[config.mk]
export PLATFORM = sky130hd
export DESIGN_NAME = instruction_fetch_unit_flat
export DESIGN_NICKNAME = d
export VERILOG_FILES = /design/src/rtl/instruction_fetch_unit_if.sv /design/src/rtl/instruction_fetch_unit.sv /design/src/flat_wrapper.sv
export SDC_FILE = /design/constraint.sdc
export NUM_CORES = 1
export LEC_CHECK = 0
export CAP_MARGIN = 10
export CORE_MARGIN = 8
export CORE_UTILIZATION = 31
export CTS_CLUSTER_DIAMETER = 50
export DETAILED_ROUTE_END_ITERATION = 12
export DONT_BUFFER_PORTS = 1
export PLACE_DENSITY_LB_ADDON = 0.12
export SYNTH_ARGS = -nofsm -noshare
export SYNTH_HDL_FRONTEND = slang
export SYNTH_SLANG_ARGS = --single-unit
[constraint.sdc]
create_clock -name i_clk -period 3 [get_ports i_clk]
set_input_delay 0.6 -clock i_clk [delete_from_list [all_inputs] [get_ports i_clk]]
set_output_delay 0.6 -clock i_clk [all_outputs]
set_load 0.02 [all_outputs]
[src/rtl/instruction_fetch_unit_if.sv]
// Bundle of the fetch unit's memory, decode-handshake and control signals.
// With IFU_MISALIGN_TRAP_EN defined it also carries o_misalign.
interface instruction_fetch_unit_if #(
    parameter int ADDR_W    = 10,
    parameter int INSTR_LEN = 32,
    parameter int PC_W      = 32
);
    logic                 i_start;
    logic                 i_halt;
    logic                 i_redirect_valid;
    logic [PC_W-1:0]      i_redirect_pc;
    logic [ADDR_W-1:0]    o_imem_addr;
    logic [INSTR_LEN-1:0] i_imem_data;
    logic                 o_valid;
    logic                 i_ready;
    logic [INSTR_LEN-1:0] o_instr;
    logic [PC_W-1:0]      o_pc;
    logic                 o_busy;
    logic [31:0]          o_fetch_cnt;
`ifdef IFU_MISALIGN_TRAP_EN
    logic                 o_misalign;
`endif

    // Fetch-unit side
    modport master (
        input  i_start, i_halt, i_redirect_valid, i_redirect_pc, i_imem_data, i_ready,
        output o_imem_addr, o_valid, o_instr, o_pc, o_busy, o_fetch_cnt
`ifdef IFU_MISALIGN_TRAP_EN
        , output o_misalign
`endif
    );

    // Environment side (memory, decode, control)
    modport slave (
        output i_start, i_halt, i_redirect_valid, i_redirect_pc, i_imem_data, i_ready,
        input  o_imem_addr, o_valid, o_instr, o_pc, o_busy, o_fetch_cnt
`ifdef IFU_MISALIGN_TRAP_EN
        , input o_misalign
`endif
    );
endinterface

[src/rtl/instruction_fetch_unit.sv]
// Fetch stage: owns the byte PC, addresses instruction memory and registers the fetched
// word into a valid/ready stage for decode. Optional feature macro: IFU_MISALIGN_TRAP_EN.
module instruction_fetch_unit #(
    parameter int              ADDR_W    = 10,
    parameter int              INSTR_LEN = 32,
    parameter int              PC_W      = 32,
    parameter logic [PC_W-1:0] RESET_PC  = {PC_W{1'b0}}
) (
    input  logic                      i_clk,
    input  logic                      i_rst_n,
    instruction_fetch_unit_if.master  ifu
);
    localparam logic [1:0] ST_IDLE = 2'd0;
    localparam logic [1:0] ST_RUN  = 2'd1;
    localparam logic [1:0] ST_HALT = 2'd2;

    logic [1:0]           state_r;
    logic [1:0]           state_nxt_s;
    logic                 busy_r;
    logic [PC_W-1:0]      pc_r;
    logic [PC_W-1:0]      pc_inc_s;
    logic [PC_W-1:0]      redirect_pc_s;
    logic                 valid_r;
    logic [INSTR_LEN-1:0] instr_r;
    logic [PC_W-1:0]      opc_r;
    logic [31:0]          cnt_r;
    logic                 accept_s;
    logic                 ld_s;
    logic                 start_ok_s;
`ifdef IFU_MISALIGN_TRAP_EN
    logic                 misalign_r;
    logic                 misalign_hit_s;
`endif

    assign accept_s = valid_r && ifu.i_ready;
    assign ld_s     = !valid_r || ifu.i_ready;
    assign pc_inc_s = pc_r + {{(PC_W-3){1'b0}}, 3'b100};

`ifdef IFU_MISALIGN_TRAP_EN
    // Misaligned targets are loaded as-is; the trap flag records the fault.
    assign redirect_pc_s  = ifu.i_redirect_pc;
    assign misalign_hit_s = ifu.i_redirect_valid && (ifu.i_redirect_pc[1:0] != 2'b00);
    assign start_ok_s     = ifu.i_start && !misalign_r;
`else
    assign redirect_pc_s  = ifu.i_redirect_pc & {{(PC_W-2){1'b1}}, 2'b00};
    assign start_ok_s     = ifu.i_start;
`endif

    // Run-control next state; halt wins over start whenever both are requested
    always_comb begin
        state_nxt_s = state_r;
        case (state_r)
            ST_IDLE: begin
                if (start_ok_s && !ifu.i_halt) state_nxt_s = ST_RUN;
                else                           state_nxt_s = ST_IDLE;
            end
            ST_RUN: begin
                if (ifu.i_halt) state_nxt_s = ST_HALT;
                else            state_nxt_s = ST_RUN;
            end
            ST_HALT: begin
                if (start_ok_s && !ifu.i_halt) state_nxt_s = ST_RUN;
                else                           state_nxt_s = ST_HALT;
            end
            default: state_nxt_s = ST_IDLE;
        endcase
`ifdef IFU_MISALIGN_TRAP_EN
        if (misalign_hit_s) state_nxt_s = ST_HALT;
        else                state_nxt_s = state_nxt_s;
`endif
    end

    // FSM state and registered busy flag
    always_ff @(posedge i_clk or negedge i_rst_n) begin
        if (!i_rst_n) begin
            state_r <= ST_IDLE;
            busy_r  <= 1'b0;
        end else begin
            state_r <= state_nxt_s;
            busy_r  <= (state_nxt_s == ST_RUN);
        end
    end

    // PC and output stage; a redirect flushes and takes priority over capture
    always_ff @(posedge i_clk or negedge i_rst_n) begin
        if (!i_rst_n) begin
            pc_r    <= RESET_PC;
            valid_r <= 1'b0;
            instr_r <= {INSTR_LEN{1'b0}};
            opc_r   <= {PC_W{1'b0}};
        end else if (ifu.i_redirect_valid) begin
            pc_r    <= redirect_pc_s;
            valid_r <= 1'b0;
        end else if ((state_r == ST_RUN) && ld_s) begin
            pc_r    <= pc_inc_s;
            valid_r <= 1'b1;
            instr_r <= ifu.i_imem_data;
            opc_r   <= pc_r;
        end else if (accept_s) begin
            valid_r <= 1'b0;
        end else begin
            valid_r <= valid_r;
        end
    end

    // Accepted-instruction counter, wraps naturally at 2**32
    always_ff @(posedge i_clk or negedge i_rst_n) begin
        if (!i_rst_n)      cnt_r <= 32'd0;
        else if (accept_s) cnt_r <= cnt_r + 32'd1;
        else               cnt_r <= cnt_r;
    end

`ifdef IFU_MISALIGN_TRAP_EN
    // Sticky misalignment trap, cleared only by reset
    always_ff @(posedge i_clk or negedge i_rst_n) begin
        if (!i_rst_n)            misalign_r <= 1'b0;
        else if (misalign_hit_s) misalign_r <= 1'b1;
        else                     misalign_r <= misalign_r;
    end

    assign ifu.o_misalign = misalign_r;
`endif

    assign ifu.o_imem_addr = pc_r[ADDR_W+1:2];
    assign ifu.o_valid     = valid_r;
    assign ifu.o_instr     = instr_r;
    assign ifu.o_pc        = opc_r;
    assign ifu.o_busy      = busy_r;
    assign ifu.o_fetch_cnt = cnt_r;
endmodule

[src/flat_wrapper.sv]
// flat-port wrapper written by rule: the top's interface ports become plain ports
module instruction_fetch_unit_flat 
#(
    parameter int              ADDR_W    = 10,
    parameter int              INSTR_LEN = 32,
    parameter int              PC_W      = 32,
    parameter logic [PC_W-1:0] RESET_PC  = {PC_W{1'b0}}
)
  (i_clk, i_rst_n, ifu_i_start, ifu_i_halt, ifu_i_redirect_valid, ifu_i_redirect_pc, ifu_i_imem_data, ifu_i_ready, ifu_o_imem_addr, ifu_o_valid, ifu_o_instr, ifu_o_pc, ifu_o_busy, ifu_o_fetch_cnt);
  instruction_fetch_unit_if #(.ADDR_W(ADDR_W), .INSTR_LEN(INSTR_LEN), .PC_W(PC_W)) ifu_i ();
  input  logic i_clk;
  input  logic i_rst_n;
  input wire logic [$bits(ifu_i.i_start)-1:0] ifu_i_start;
  input wire logic [$bits(ifu_i.i_halt)-1:0] ifu_i_halt;
  input wire logic [$bits(ifu_i.i_redirect_valid)-1:0] ifu_i_redirect_valid;
  input wire logic [$bits(ifu_i.i_redirect_pc)-1:0] ifu_i_redirect_pc;
  input wire logic [$bits(ifu_i.i_imem_data)-1:0] ifu_i_imem_data;
  input wire logic [$bits(ifu_i.i_ready)-1:0] ifu_i_ready;
  output wire logic [$bits(ifu_i.o_imem_addr)-1:0] ifu_o_imem_addr;
  output wire logic [$bits(ifu_i.o_valid)-1:0] ifu_o_valid;
  output wire logic [$bits(ifu_i.o_instr)-1:0] ifu_o_instr;
  output wire logic [$bits(ifu_i.o_pc)-1:0] ifu_o_pc;
  output wire logic [$bits(ifu_i.o_busy)-1:0] ifu_o_busy;
  output wire logic [$bits(ifu_i.o_fetch_cnt)-1:0] ifu_o_fetch_cnt;
  assign ifu_i.i_start = ifu_i_start;
  assign ifu_i.i_halt = ifu_i_halt;
  assign ifu_i.i_redirect_valid = ifu_i_redirect_valid;
  assign ifu_i.i_redirect_pc = ifu_i_redirect_pc;
  assign ifu_i.i_imem_data = ifu_i_imem_data;
  assign ifu_i.i_ready = ifu_i_ready;
  assign ifu_o_imem_addr = ifu_i.o_imem_addr;
  assign ifu_o_valid = ifu_i.o_valid;
  assign ifu_o_instr = ifu_i.o_instr;
  assign ifu_o_pc = ifu_i.o_pc;
  assign ifu_o_busy = ifu_i.o_busy;
  assign ifu_o_fetch_cnt = ifu_i.o_fetch_cnt;
  instruction_fetch_unit #(.ADDR_W(ADDR_W), .INSTR_LEN(INSTR_LEN), .PC_W(PC_W), .RESET_PC(RESET_PC)) u_core (.i_clk(i_clk), .i_rst_n(i_rst_n), .ifu(ifu_i));
endmodule
## Word level (Yosys, flattened, before mapping)

Index checks and enable logic that the tools add are counted.

| operators by class | value |
|---|---|
| add/subtract/negate cells | 2 |
| equality and inequality tests | 3 |
| mux-type cells | 9 |
| bitwise logic cells | 1 |
| reduce and logical (&&, ||, !) cells | 10 |

Operator list:

| cell | number |
|---|---|
| 32-bit two-way mux | 2 |
| 32-bit by 1-bit adder with 32-bit output, second input constant | 1 |
| 32-bit by 3-bit adder with 32-bit output, second input constant | 1 |
| 2-bit one-hot mux with 3 select lines | 1 |
| 2-bit by 1-bit == test with 1-bit output, second input constant | 2 |
| 1-bit two-way mux | 4 |
| 2-bit two-way mux | 2 |
| 1-bit logical AND | 3 |
| 3-bit nonzero test | 1 |
| 2-bit == test, second input constant | 1 |
| 1-bit zero test | 2 |
| 2-bit zero test | 1 |
| 2-bit AND reduction | 1 |
| 2-bit nonzero test | 1 |
| 1-bit logical OR | 1 |
| 1-bit NOT | 1 |

| word-level totals | value |
|---|---|
| flip-flop bits (word level) | 132 |
| input port bits | 70 |
| output and inout bits | 108 |
| logic and storage cells | 32 |

## Logic depth before layout (Yosys ltp)

Gate-level depths: netlist (run 1).

| logic depth | value |
|---|---|
| depth in word-level cells | 5 |
| mapped depth | 7 |
| mapped depth without buffers | 6 |

## Worst setup path after synthesis (run 1)

OpenSTA, ideal clock, no wires.

| path | value |
|---|---|
| path kind | reg-to-reg |
| start | reg u_core.cnt_r[0], in the netlist u_core.ifu.o_fetch_cnt[0] |
| end | reg u_core.cnt_r[26], in the netlist u_core.ifu.o_fetch_cnt[26] |
| setup time | 130 ps |
| data arrival time | 2,005 ps |
| data required time | 2,870 ps |
| path slack | 865 ps |
| stages on the path, launching flop included | 8 |
| buffers on the path | 1 |
| clock period less this slack | 2,135 ps |
| cell sequence | dfrtp_1 -> ha_1 -> nand3_1 -> or2_2 -> clkbuf_1 -> nor4_1 -> nand3_1 -> xnor2_1 |

| on the way | value |
|---|---|
| cells in the longest elaborated chain, start to end | 1 |

Ends and longest elaborated chain:

| what | RTL line | text |
|---|---|---|
| start: declaration | instruction_fetch_unit.sv:26 | `logic [31:0] cnt_r;` |
| start signal: assignment | instruction_fetch_unit.sv:109 | `else if (accept_s) cnt_r <= cnt_r + 32'd1;` |
| start signal: assignment | instruction_fetch_unit.sv:110 | `else cnt_r <= cnt_r;` |
| 32-bit by 1-bit adder with 32-bit output | instruction_fetch_unit.sv:109 |  |

No other way between the ends.
A chain may end at the register's enable or synchronous reset.

## Final worst setup path (run 1)

| path | value |
|---|---|
| start | reg u_core.pc_r[10] |
| end | reg u_core.pc_r[30] |

| on the way | value |
|---|---|
| cells in the longest elaborated chain, start to end | 3 |

Ends and longest elaborated chain:

| what | RTL line | text |
|---|---|---|
| start: declaration | instruction_fetch_unit.sv:20 | `logic [PC_W-1:0] pc_r;` |
| start signal: assignment | instruction_fetch_unit.sv:92 | `pc_r <= redirect_pc_s;` |
| start signal: assignment | instruction_fetch_unit.sv:95 | `pc_r <= pc_inc_s;` |
| 32-bit by 3-bit adder with 32-bit output | instruction_fetch_unit.sv:37 | `assign pc_inc_s = pc_r + {{(PC_W-3){1'b0}}, 3'b100};` |
| 32-bit two-way mux | instruction_fetch_unit.sv:94 | `end else if ((state_r == ST_RUN) && ld_s) begin` |
| 32-bit two-way mux | instruction_fetch_unit.sv:91 | `end else if (ifu.i_redirect_valid) begin` |

No other way between the ends. The select of a mux whose other input is x is not followed.

==> results of run 1 <==
per-stage QoR:
stage / util / power (mW)
CTS: 0.364 / 6.05
global placement: 0.327 / 3.63
finish: 0.364 / 5.94
detailed placement: 0.327 / 3.66
floorplan: - / 3.44
global route: 0.364 / 6.22
flip-flops by register name (all words and copies together), names as in the netlist:
name,flops
u_core.pc_r,30
u_core.ifu.o_busy,1
u_core.ifu.o_fetch_cnt,32
u_core.state_r,2
u_core.ifu.o_pc,30
u_core.ifu.o_instr,32
u_core.ifu.o_valid,1
worst max-delay path, delay by kind of cell, from the launching register on:
family,cells,cell delay [ps]
and+or+nand+nor,4,1480
DFF,1,580
AOI/OAI and AO/OA,1,170
worst paths after layout:
path	startpoint	end	depth (start not counted)
worst max-delay path	u_core.pc_r[10]	u_core.pc_r[30]	5
worst min-delay path	i_rst_n	u_core.ifu.o_pc[14]	0
worst max register to register	u_core.pc_r[10]	u_core.pc_r[30]	5
worst min register to register	u_core.pc_r[15]	u_core.ifu.o_pc[15]	1
max in group asynchronous	i_rst_n	u_core.ifu.o_instr[9]	0
min in group i_clk	ifu_i_halt	u_core.ifu.o_busy	1
kinds of logic (layout without fill, tap and decap cells):
kind of cell	count (synthesis)	after routing	synth area share
other	1	2	0.000660
multiplexers	67	67	0.132
flip-flops	128	128	0.564
AND/OR/NAND/NOR	157	157	0.143
adder cells (fa/ha/maj)	2	2	0.00440
buffers and inverters	38	50	0.0355
XOR/XNOR	55	55	0.0848
AO/OA/AOI/OAI	37	37	0.0357
cell usage after synthesis (2+ instances only):
cell type                    n  area [um2]
sky130_fd_sc_hd__buf_4      12        90.1
sky130_fd_sc_hd__o31ai_1     2        15.0
sky130_fd_sc_hd__and3_1      6        37.5
sky130_fd_sc_hd__or3_1       4        25.0
sky130_fd_sc_hd__nand3_1    21         105
sky130_fd_sc_hd__nor3_1     12        60.1
sky130_fd_sc_hd__nand2_1    48         180
sky130_fd_sc_hd__mux2i_1     2        20.0
sky130_fd_sc_hd__a31oi_1     4        25.0
sky130_fd_sc_hd__xor2_1     10        87.6
sky130_fd_sc_hd__nor2b_1     3        18.8
sky130_fd_sc_hd__nor2_1     18        67.6
sky130_fd_sc_hd__nand2b_1    5        31.3
sky130_fd_sc_hd__or2_2       5        31.3
sky130_fd_sc_hd__clkbuf_1   11        41.3
sky130_fd_sc_hd__buf_2       5        25.0
sky130_fd_sc_hd__nand4_1     9        56.3
sky130_fd_sc_hd__a21oi_1     3        15.0
sky130_fd_sc_hd__nor4_1     10        62.6
sky130_fd_sc_hd__mux2_2     65         732
sky130_fd_sc_hd__xnor2_1    45         394
sky130_fd_sc_hd__o21ai_0    26         130
sky130_fd_sc_hd__or4_1       2        15.0
sky130_fd_sc_hd__inv_1       9        33.8
sky130_fd_sc_hd__ha_1        2        25.0
sky130_fd_sc_hd__dfrtp_1   128        3200
sky130_fd_sc_hd__and4_1      6        52.6
area by class of cell:
class                   count  area share
repair buffers              9      0.0103
clock buffers              20      0.0713
multi-input cells         320       0.349
flip-flops and latches    128       0.489
clock inverters            12      0.0312
inverters                   9     0.00516
well taps                 229      0.0438
per-layer routing:
metal,share of wire,vias up
met4,0.014,2
met5,0.00093,-
li1,-,1668
met2,0.47,114
met3,0.11,18
met1,0.40,1801
power by group:
group          internal (mW)  switching (mW)  leakage (nW)  total [mW]
clock                   1.55           0.796         0.319        2.34
combinational          0.362           0.193         0.790       0.556
sequential              2.16           0.883          1.59        3.04
repair_timing:
item	4_1_cts	5_1_grt
endpoints found under the setup margin	0	0
hold endpoints to repair	128	128
resized for setup	0	0
==> results list, run 1 <==
- Result of the run: complete, but fails checks
* Failing checks: hold timing
- Synthesis-to-layout area growth: 15.2%
- Excluding fillers, the count of instances in the completed layout stands at 727.
* Static leakage power: 2.70 nW
* Area of all sequential standard cells: 0.00320 mm2
- The HPWL after detailed placement is 9900 um.
- Setup violations remaining at the end of the flow were counted as 0.
- In this run the worst path has a maximum fanout of 10.
* Placer Congestion: 0.706
* Min Clock Period, post-route: 2300 ps
* Most frequent cells in the layout: sky130_fd_sc_hd__dfrtp_1 (128), sky130_fd_sc_hd__mux2_2 (65), sky130_fd_sc_hd__nand2_1 (48), sky130_fd_sc_hd__xnor2_1 (45), sky130_fd_sc_hd__o21ai_0 (26)
- Most frequent standard cell in the layout excluding fill and tap cells: sky130_fd_sc_hd__dfrtp_1
* Vias in the first global route: 3764
- Post-route clock skew: 10.8 ps
- Avg Cell Area, Syn: 11.7 um2
- DRT iter0 DRCs: 109
* Warnings from Yosys: 0
- Cell with the largest stage delay on the worst path: sky130_fd_sc_hd__or4b_4
- Number of remaining DRC errors: 0
- Final Routed Wirelength: 14000 um
- The total overflow left after global routing is 0.
- Diodes inserted: 0
- For the worst setup path, the data arrival time is 2640 ps.
* RSZ-0062 raised after global routing: false
- After synthesis, the share of flip-flops with an asynchronous set or reset is 1.00.
* Antenna violations before repair: 1
- In this run the remaining antenna-violating nets after routing total 0.
* Count of pins over their slew limit: 0
- Type of the setup path with the least slack: reg2reg
* Worst reg-to-reg setup slack: 700 ps
- The layout has 1783 filler cells.
- Number of maximum-capacitance constraint violations: 0
* Setup_tns: 0 ps
- For this run, global-route usage on met3 was measured as 0.0717.
* DP Cell Count: 695
* Number of CTS-inserted buffers: 17
* Highest Clock Rate: 0.434 GHz
- At the worst endpoint, the required time is 3340 ps.
- The number of endpoints with negative hold slack in the final report was 128.
- Die Ht: 151 um
- First-pass GRT wire length: 21600 um
- At the pin with the least slew margin, the transition time is 580 ps.
- Headroom to the max-slew limit came out at 0.610.
* Effective utilization at floorplan: 0.316
- Clock tree from TritonCTS: done
- In this run the power density over the cells is 907 mW/mm2.
- Endpoint type of the worst setup path: register
- Entering global routing, the biggest net connects 129 pins.
- Proportion of layout cells with a drive suffix above 1: 0.235
- Number of different library cells in the post-synthesis netlist: 39
- Maximum level of the CTS H-tree: 4
- Die width: 151 um
* Critical path cell sequence: nand3_2 -> or2_1 -> or4b_4 -> or3_1 -> a31oi_1
* GR peak layer: met2
- Worst-case clock buffer depth: 2
* M1 GR Usage: 0.143
* Proportion of synthesized chip area in sequential cells: 0.564
- Number of standard-cell rows in the floorplan: 49
- The min-delay analysis places its worst path in the category in2async.
- Portion of the clock cycle consumed by the worst path in the final layout: 0.768
* Area of placed instances: 0.00588 mm2
- Post-synthesis cell area: 0.00568 mm2
- Clock-pin transition on the worst setup and hold timing paths: 60 ps
- Peak supply drop: 0.383 mV
- On the final layout, the worst hold slack is -119 ps.
- After routing the design area is 0.00655 mm2.
- Clock latency on the worst-skew pair, taken at its later pin, is 420 ps.
- Area of the multi-input gates: 0.00228 mm2
- Before CTS, the worst setup slack after placement is 685 ps.
- Type of origin of the critical path: register
- Final routed wire length divided by cell count: 19.2 um
* Via density per instance: 4.96
* Most frequently used flop master after synthesis: sky130_fd_sc_hd__dfrtp_1
* Overall fraction of global-route tracks in use: 0.125
* IO buf count: 0
- For this run, the post-layout net count is 557.
* Flip-flop and latch count after synthesis: 128
- CTS root buf: sky130_fd_sc_hd__clkbuf_16
- Top-level I/O count: 178
- For this run, the slowest stage of the critical path takes 610 ps.
- Core Box Area: 0.0180 mm2
- DIE AREA: 0.0229 mm2
- In this run, synthesis inferred 0 flip-flops with an integrated enable.
- For this run, global-route usage on met2 was measured as 0.191.
* Worst-case setup margin in the final layout: 696 ps
- The number of setup buffers added after CTS is 0.
- CTS sink cnt: 128
- Pre-antenna DRT Iters: 4
* Number of instances in the synthesized netlist: 485
- The routed layout has 3603 vias.
Note: power is estimated with default switching activity, not from simulation.
==> inputs of run 2 (changes only) <==
==> constraint.sdc (replaced) <==
create_clock -name i_clk -period 2.3 [get_ports i_clk]
set_input_delay 0.46 -clock i_clk [delete_from_list [all_inputs] [get_ports i_clk]]
set_output_delay 0.46 -clock i_clk [all_outputs]
set_load 0.02 [all_outputs]
==> run 2 against run 1 <==
Net effect:
- the flow still finishes with violations (hold timing)
- worst hold slack worse by 140 ps
- first-iteration DRC count is 0.92% higher
- maximum frequency is 17% higher
- critical path depth stayed put
- final cell count is 1.9% higher
- count of clock-buffer cells in the layout is 1 higher
- clock power is 3% higher
- combinational power is 61% higher
- global-route usage is 0.36 points higher
- sequential power is 27% higher
- largest cell class unchanged
- largest power group unchanged
==> results list, run 2 (same netlist as run 1, synthesis figures left out) <==
- Port buffering added 0 buffers.
- For the worst setup path, the data required time is 2630 ps.
- Final Routed Wirelength: 14200 um
- Synthesis-to-layout area growth: 15.0%
* Maximum level of the CTS H-tree: 4
- Measured along the y axis, the die boundary spans 151 um.
* DRT iter0 DRCs: 110
- Number of maximum-capacitance constraint violations: 0
* Die width: 151 um
- Most frequent standard cell in the layout excluding fill and tap cells: sky130_fd_sc_hd__dfrtp_1
- Result of the run: complete, but fails checks
* Dpl ws: 326 ps
- Most frequent cells in the layout: sky130_fd_sc_hd__dfrtp_1 (128), sky130_fd_sc_hd__mux2_2 (65), sky130_fd_sc_hd__nand2_1 (48), sky130_fd_sc_hd__xnor2_1 (45), sky130_fd_sc_hd__o21ai_0 (26)
- Number of remaining DRC errors: 0
- Min Clock Period, post-route: 1970 ps
* Diodes inserted: 0
- Largest net degree at the start of global routing: 129
- The first detailed-routing pass ran for 4 iterations.
* First-pass GRT wire length: 22300 um
- After clock tree synthesis, the setup repair step added 0 buffers.
- Using the TritonRoute via totals, the vias-per-cell ratio works out to 4.87.
- Placer Congestion: 0.707
- After floorplanning, the core was sized to cover 0.0180 mm2.
- Count of vias placed by the detailed router: 3609
- TritonCTS built the clock tree.
- For this run, the total global-route usage over all layers was measured as 0.128.
- The tree is rooted in a sky130_fd_sc_hd__clkbuf_16.
- Count of pins over their slew limit: 0
- Arrival time of data at the critical path endpoint: 2300 ps
- Final routed wire length divided by cell count: 19.1 um
* Kind of path behind the tightest hold check: in2async
- Clock-pin transition on the worst setup and hold timing paths: 60 ps
* Post-layout net count: 574
- The checks that failed: hold timing.
- Type of the setup path with the least slack: reg2reg
- In this run the worst path has a maximum fanout of 5.
* Setup_tns: 0 ps
* Post-route clock skew: 9.31 ps
- On the final layout, the worst hold slack is -254 ps.
- RSZ-0062 raised after global routing: false
* DIE AREA: 0.0229 mm2
- Worst-case setup margin in the final layout: 334 ps
* Vias in the first global route: 3925
* Proportion of layout cells with a drive suffix above 1: 0.250
- Static leakage power: 2.72 nW
- Number of CTS-inserted buffers: 17
- Peak supply drop: 0.507 mV
* CTS sink cnt: 128
- Clock latency on the worst-skew pair, taken at its later pin, is 410 ps.
- Filler cell count in the final layout: 1760
* Setup violation total in the final timing report: 0
* Effective utilization at floorplan: 0.316
* GRT overflow: 0
* Antenna-violating nets left: 0
- Power density over the cells: 1100 mW/mm2
- Counting along the longest clock path gives a buffer depth of 2.
* Top-level I/O count: 178
- Number of standard-cell rows in the floorplan: 49
- Final hold vios: 128
* Estimated wirelength of the detail-placed design: 10100 um
- STA classifies the critical path startpoint as a register.
- Highest Clock Rate: 0.509 GHz
* Antenna violations before repair: 1
* Endpoint type of the worst setup path: register
- Of the available clock period, the critical path in the final layout requires 0.855.
==> run 2: worst max-delay path, cell delays in order, from the launching register on <==
cell	delay [ps]
sky130_fd_sc_hd__dfrtp_1	360
sky130_fd_sc_hd__and4_1	310
sky130_fd_sc_hd__nand3_1	140
sky130_fd_sc_hd__or4b_4	590
sky130_fd_sc_hd__or3_1	330
sky130_fd_sc_hd__a31oi_1	160
==> run 2: worst paths after layout <==
kind | cells after the start | endpoint | from | slack, ps
max in group asynchronous | 0 | u_core.ifu.o_pc[4] | i_rst_n | 2300
hold reg to reg | 1 | u_core.ifu.o_pc[30] | u_core.pc_r[30] | 570
setup reg to reg | 5 | u_core.pc_r[30] | u_core.pc_r[7] | 330
hold / removal | 0 | u_core.ifu.o_pc[15] | i_rst_n | -250
min in group i_clk | 1 | u_core.ifu.o_busy | ifu_i_halt | 110
setup / recovery | 5 | u_core.pc_r[30] | u_core.pc_r[7] | 330
==> run 2: power breakdown <==
group          total (mW)  leakage, nW  switching [mW]  internal [mW]
sequential           3.86         1.59            1.05           2.82
combinational       0.894        0.879           0.368          0.526
clock                2.41        0.258           0.929           1.48
==> run 2: cell type report <==
type | count | area, um2 | area share
clock buffer | 21 | 450 | 0.0689
clock inverter | 8 | 67.6 | 0.0103
inverter | 9 | 33.8 | 0.00517
multi-input combinational | 320 | 2280 | 0.350
sequential | 128 | 3200 | 0.490
tap | 229 | 287 | 0.0439
timing repair buffer | 26 | 208 | 0.0318
==> run 2: through the flow <==
step	cell area, um2	hold WS (ps)	instances	utilization	power [mW]
6_report	6530	-254	741	0.364	7.17
3_3_place_gp	6020	171	712	0.335	4.81
4_1_cts	6530	-283	741	0.364	7.32
3_5_place_dp	6020	170	712	0.335	4.84
2_1_floorplan	5680	164	486	-	4.49
5_1_grt	6530	-282	741	0.364	7.55
==> run 2: metal layers <==
layer  global-route usage  vias to the layer above  routed length (um)  part of all wire
met5                    0                        -                  13           0.00092
met4               0.0549                        2                 227             0.016
met3               0.0654                       18                1620              0.11
met2                0.201                      115                6760              0.48
met1                0.145                     1778                5560              0.39
li1                     -                     1696                   -                 -
==> run 2: timing repair <==
item,CTS,global route
resized for setup,0,0
endpoints found under the setup margin,0,0
endpoints found under the hold margin,128,128
==> inputs of run 3 (changes only) <==
--- a/config.mk
+++ b/config.mk
@@ -11,7 +11,9 @@
 export CTS_CLUSTER_DIAMETER = 50
 export DETAILED_ROUTE_END_ITERATION = 12
 export DONT_BUFFER_PORTS = 1
+export HOLD_SLACK_MARGIN = 0.1
 export PLACE_DENSITY_LB_ADDON = 0.12
+export REMOVE_ABC_BUFFERS = 1
 export SYNTH_ARGS = -nofsm -noshare
 export SYNTH_HDL_FRONTEND = slang
 export SYNTH_SLANG_ARGS = --single-unit
==> run 3 against run 2 <==
Net effect:
- the run still ends with hold timing left
- maximum frequency decreased by 5.1%
- routed wire length down 0.78%
- utilization rose by 0.40 points
- clock power grew 11%
- largest cell class unchanged
- die area is the same
- sequential power hardly changed
- combinational power down 3.0%
- total power up 3.4%
- count of clock-buffer cells in the layout increased by 2
- design area grew 1.1%
- sequential share of layout area is 0.54 points lower
==> results list, run 3 (same netlist as run 1, synthesis figures left out) <==
- Worst-case clock buffer depth: 2
- Worst Hold Margin: -250 ps
* DRT iter0 DRCs: 104
- The worst setup path is captured at a register.
- Delay contributed by the slowest stage of the critical path: 610 ps
- Once the clock tree was built, the resizer swapped 0 gates to a different size.
- The first global-routing pass estimated 21900 um of wire.
* Synthesis-to-layout area growth: 16.3%
- The first detailed-routing pass ran for 4 iterations.
- The die covers 0.0229 mm2.
* Proportion of layout cells with a drive suffix above 1: 0.247
- For this run, design rule violations remaining after detail routing come to 0.
* Number of cells in the finished layout apart from fillers: 743
- Largest fanout on the critical path: 10
* Power density over the cells: 1120 mW/mm2
* Cell with the largest stage delay on the worst path: sky130_fd_sc_hd__or4b_4
- Counting I/O delays and the setup requirement, the final critical path takes 2070 ps.
- Once the clock tree was built, the setup fixing pass inserted 0 buffers.
* Critical path cell sequence: nand3_2 -> or2_1 -> or4b_4 -> or3_1 -> a31oi_1
- Design Power: 7.41 mW
- Measured slew at the worst slew-check pin: 518 ps
- Summed over all layers, the routed wires come to 14100 um.
* Maximum level of the CTS H-tree: 4
- STA puts the critical path data required time at 2630 ps.
* Type of origin of the critical path: register
- Effective utilization at floorplan: 0.316
- The number of antenna violations at the first check in global routing came to 0.
* Post-layout net count: 575
* Number of hold-repair buffers added at the cts stage: 2
* Most frequent cells in the layout: sky130_fd_sc_hd__dfrtp_1 (128), sky130_fd_sc_hd__mux2_2 (65), sky130_fd_sc_hd__nand2_1 (48), sky130_fd_sc_hd__xnor2_1 (45), sky130_fd_sc_hd__o21ai_0 (26)
- After floorplanning, the core was divided into 49 placement rows.
- The number of pins with negative max-slew slack in the final report is 0.
- The count of nets left with antenna violations once routing finished came out at 0.
- DP Cell Count: 711
- The tightest min-delay check is of the in2async type.
- The worst setup path is of the reg2reg kind.
- Across all setup checks in the final design, the least slack found is 228 ps.
- Via density per instance: 4.89
- The kind of cell with the highest combined delay along the critical path is simple AND/OR/NAND/NOR gates.
- Setup violation total in the final timing report: 0
- Leaving out fill and tap cells, the most frequent cell in the layout is sky130_fd_sc_hd__dfrtp_1.
* Dpl ws: 237 ps
* Peak supply drop: 0.581 mV
* IO buf count: 0
- Highest Clock Rate: 0.483 GHz
- Setup repair after global routing left no endpoint under its margin.
* Clock latency on the worst-skew pair: 410 ps
* Die width: 151 um
* Diodes inserted: 0
- Static leakage power: 2.76 nW
- Estimated wirelength of the detail-placed design: 10100 um
* Failing checks: hold timing
* Top-level I/O count: 178
* Portion of the clock cycle consumed by the worst path in the final layout: 0.901
* Clock tree from TritonCTS: done
* Largest net degree at the start of global routing: 129
- Final hold vios: 128
* Core Box Area: 0.0180 mm2
- Global routing finished with a remaining overflow of 0.
* Post-route clock skew: 6.97 ps
- Filler cell count in the final layout: 1757
- In the global route stage, overall resource usage came out at 0.125.
* Die Ht: 151 um
- CTS root buf: sky130_fd_sc_hd__clkbuf_16
- Clock-pin transition on the worst setup and hold timing paths: 50 ps
- Result of the run: complete, but fails checks
- The final route contains 3630 vias.
* Max-slew headroom at the worst pin: 0.652
- Vias in the first global route: 3823
- Number of maximum-capacitance constraint violations: 0
- At the end of routability-driven placement, the weighted congestion stood at 0.714.
- In this run, CTS created clock tree buffers numbering 17.
- CTS sink cnt: 128
* Arrival time of data at the critical path endpoint: 2400 ps
- Final routed wire length divided by cell count: 18.9 um
- The critical path contains buffers and inverters numbering 0 combined.
run 3: worst paths after layout:
check,startpoint,to,slack [ps],cells past startpoint
worst max-delay path,u_core.pc_r[12],u_core.pc_r[28],230,5
worst min-delay path,i_rst_n,u_core.ifu.o_pc[11],-250,0
worst max register to register,u_core.pc_r[12],u_core.pc_r[28],230,5
worst min register to register,u_core.pc_r[30],u_core.ifu.o_pc[30],560,1
max in group asynchronous,i_rst_n,u_core.ifu.o_instr[17],2350,0
min in group i_clk,ifu_i_start,u_core.state_r[1],160,1
run 3: final cells by class:
type | count | area (um2) | share of cell area
clock buffers | 23 | 468 | 0.0708
clock inverters | 7 | 110 | 0.0167
flip-flops and latches | 128 | 3200 | 0.485
repair buffers | 27 | 220 | 0.0333
multi-input cells | 320 | 2280 | 0.346
inverters | 9 | 33.8 | 0.00511
well taps | 229 | 287 | 0.0434
run 3: metrics by stage:
step	cell area, um2	TNS, ps	hold WS [ps]	util
2_1_floorplan	5520	-203200	164	-
3_3_place_gp	6010	0	170	0.334
3_5_place_dp	6010	0	170	0.334
4_1_cts	6610	0	-276	0.368
5_1_grt	6610	0	-279	0.368
6_report	6610	0	-250	0.368
run 3: routing by layer:
layer	global-route usage	up-vias	part of all wire	routed length, um
met5	0	-	0	0
met4	0.0455	0	0.014	194
met3	0.0556	13	0.10	1430
met2	0.188	113	0.46	6420
met1	0.157	1804	0.43	6020
li1	-	1700	-	-
run 3: power breakdown:
group	switching (mW)	total [mW]	leakage [nW]	internal, mW
Combinational	0.345	0.867	0.883	0.522
Sequential	1.05	3.86	1.59	2.82
Clock	0.939	2.68	0.287	1.74
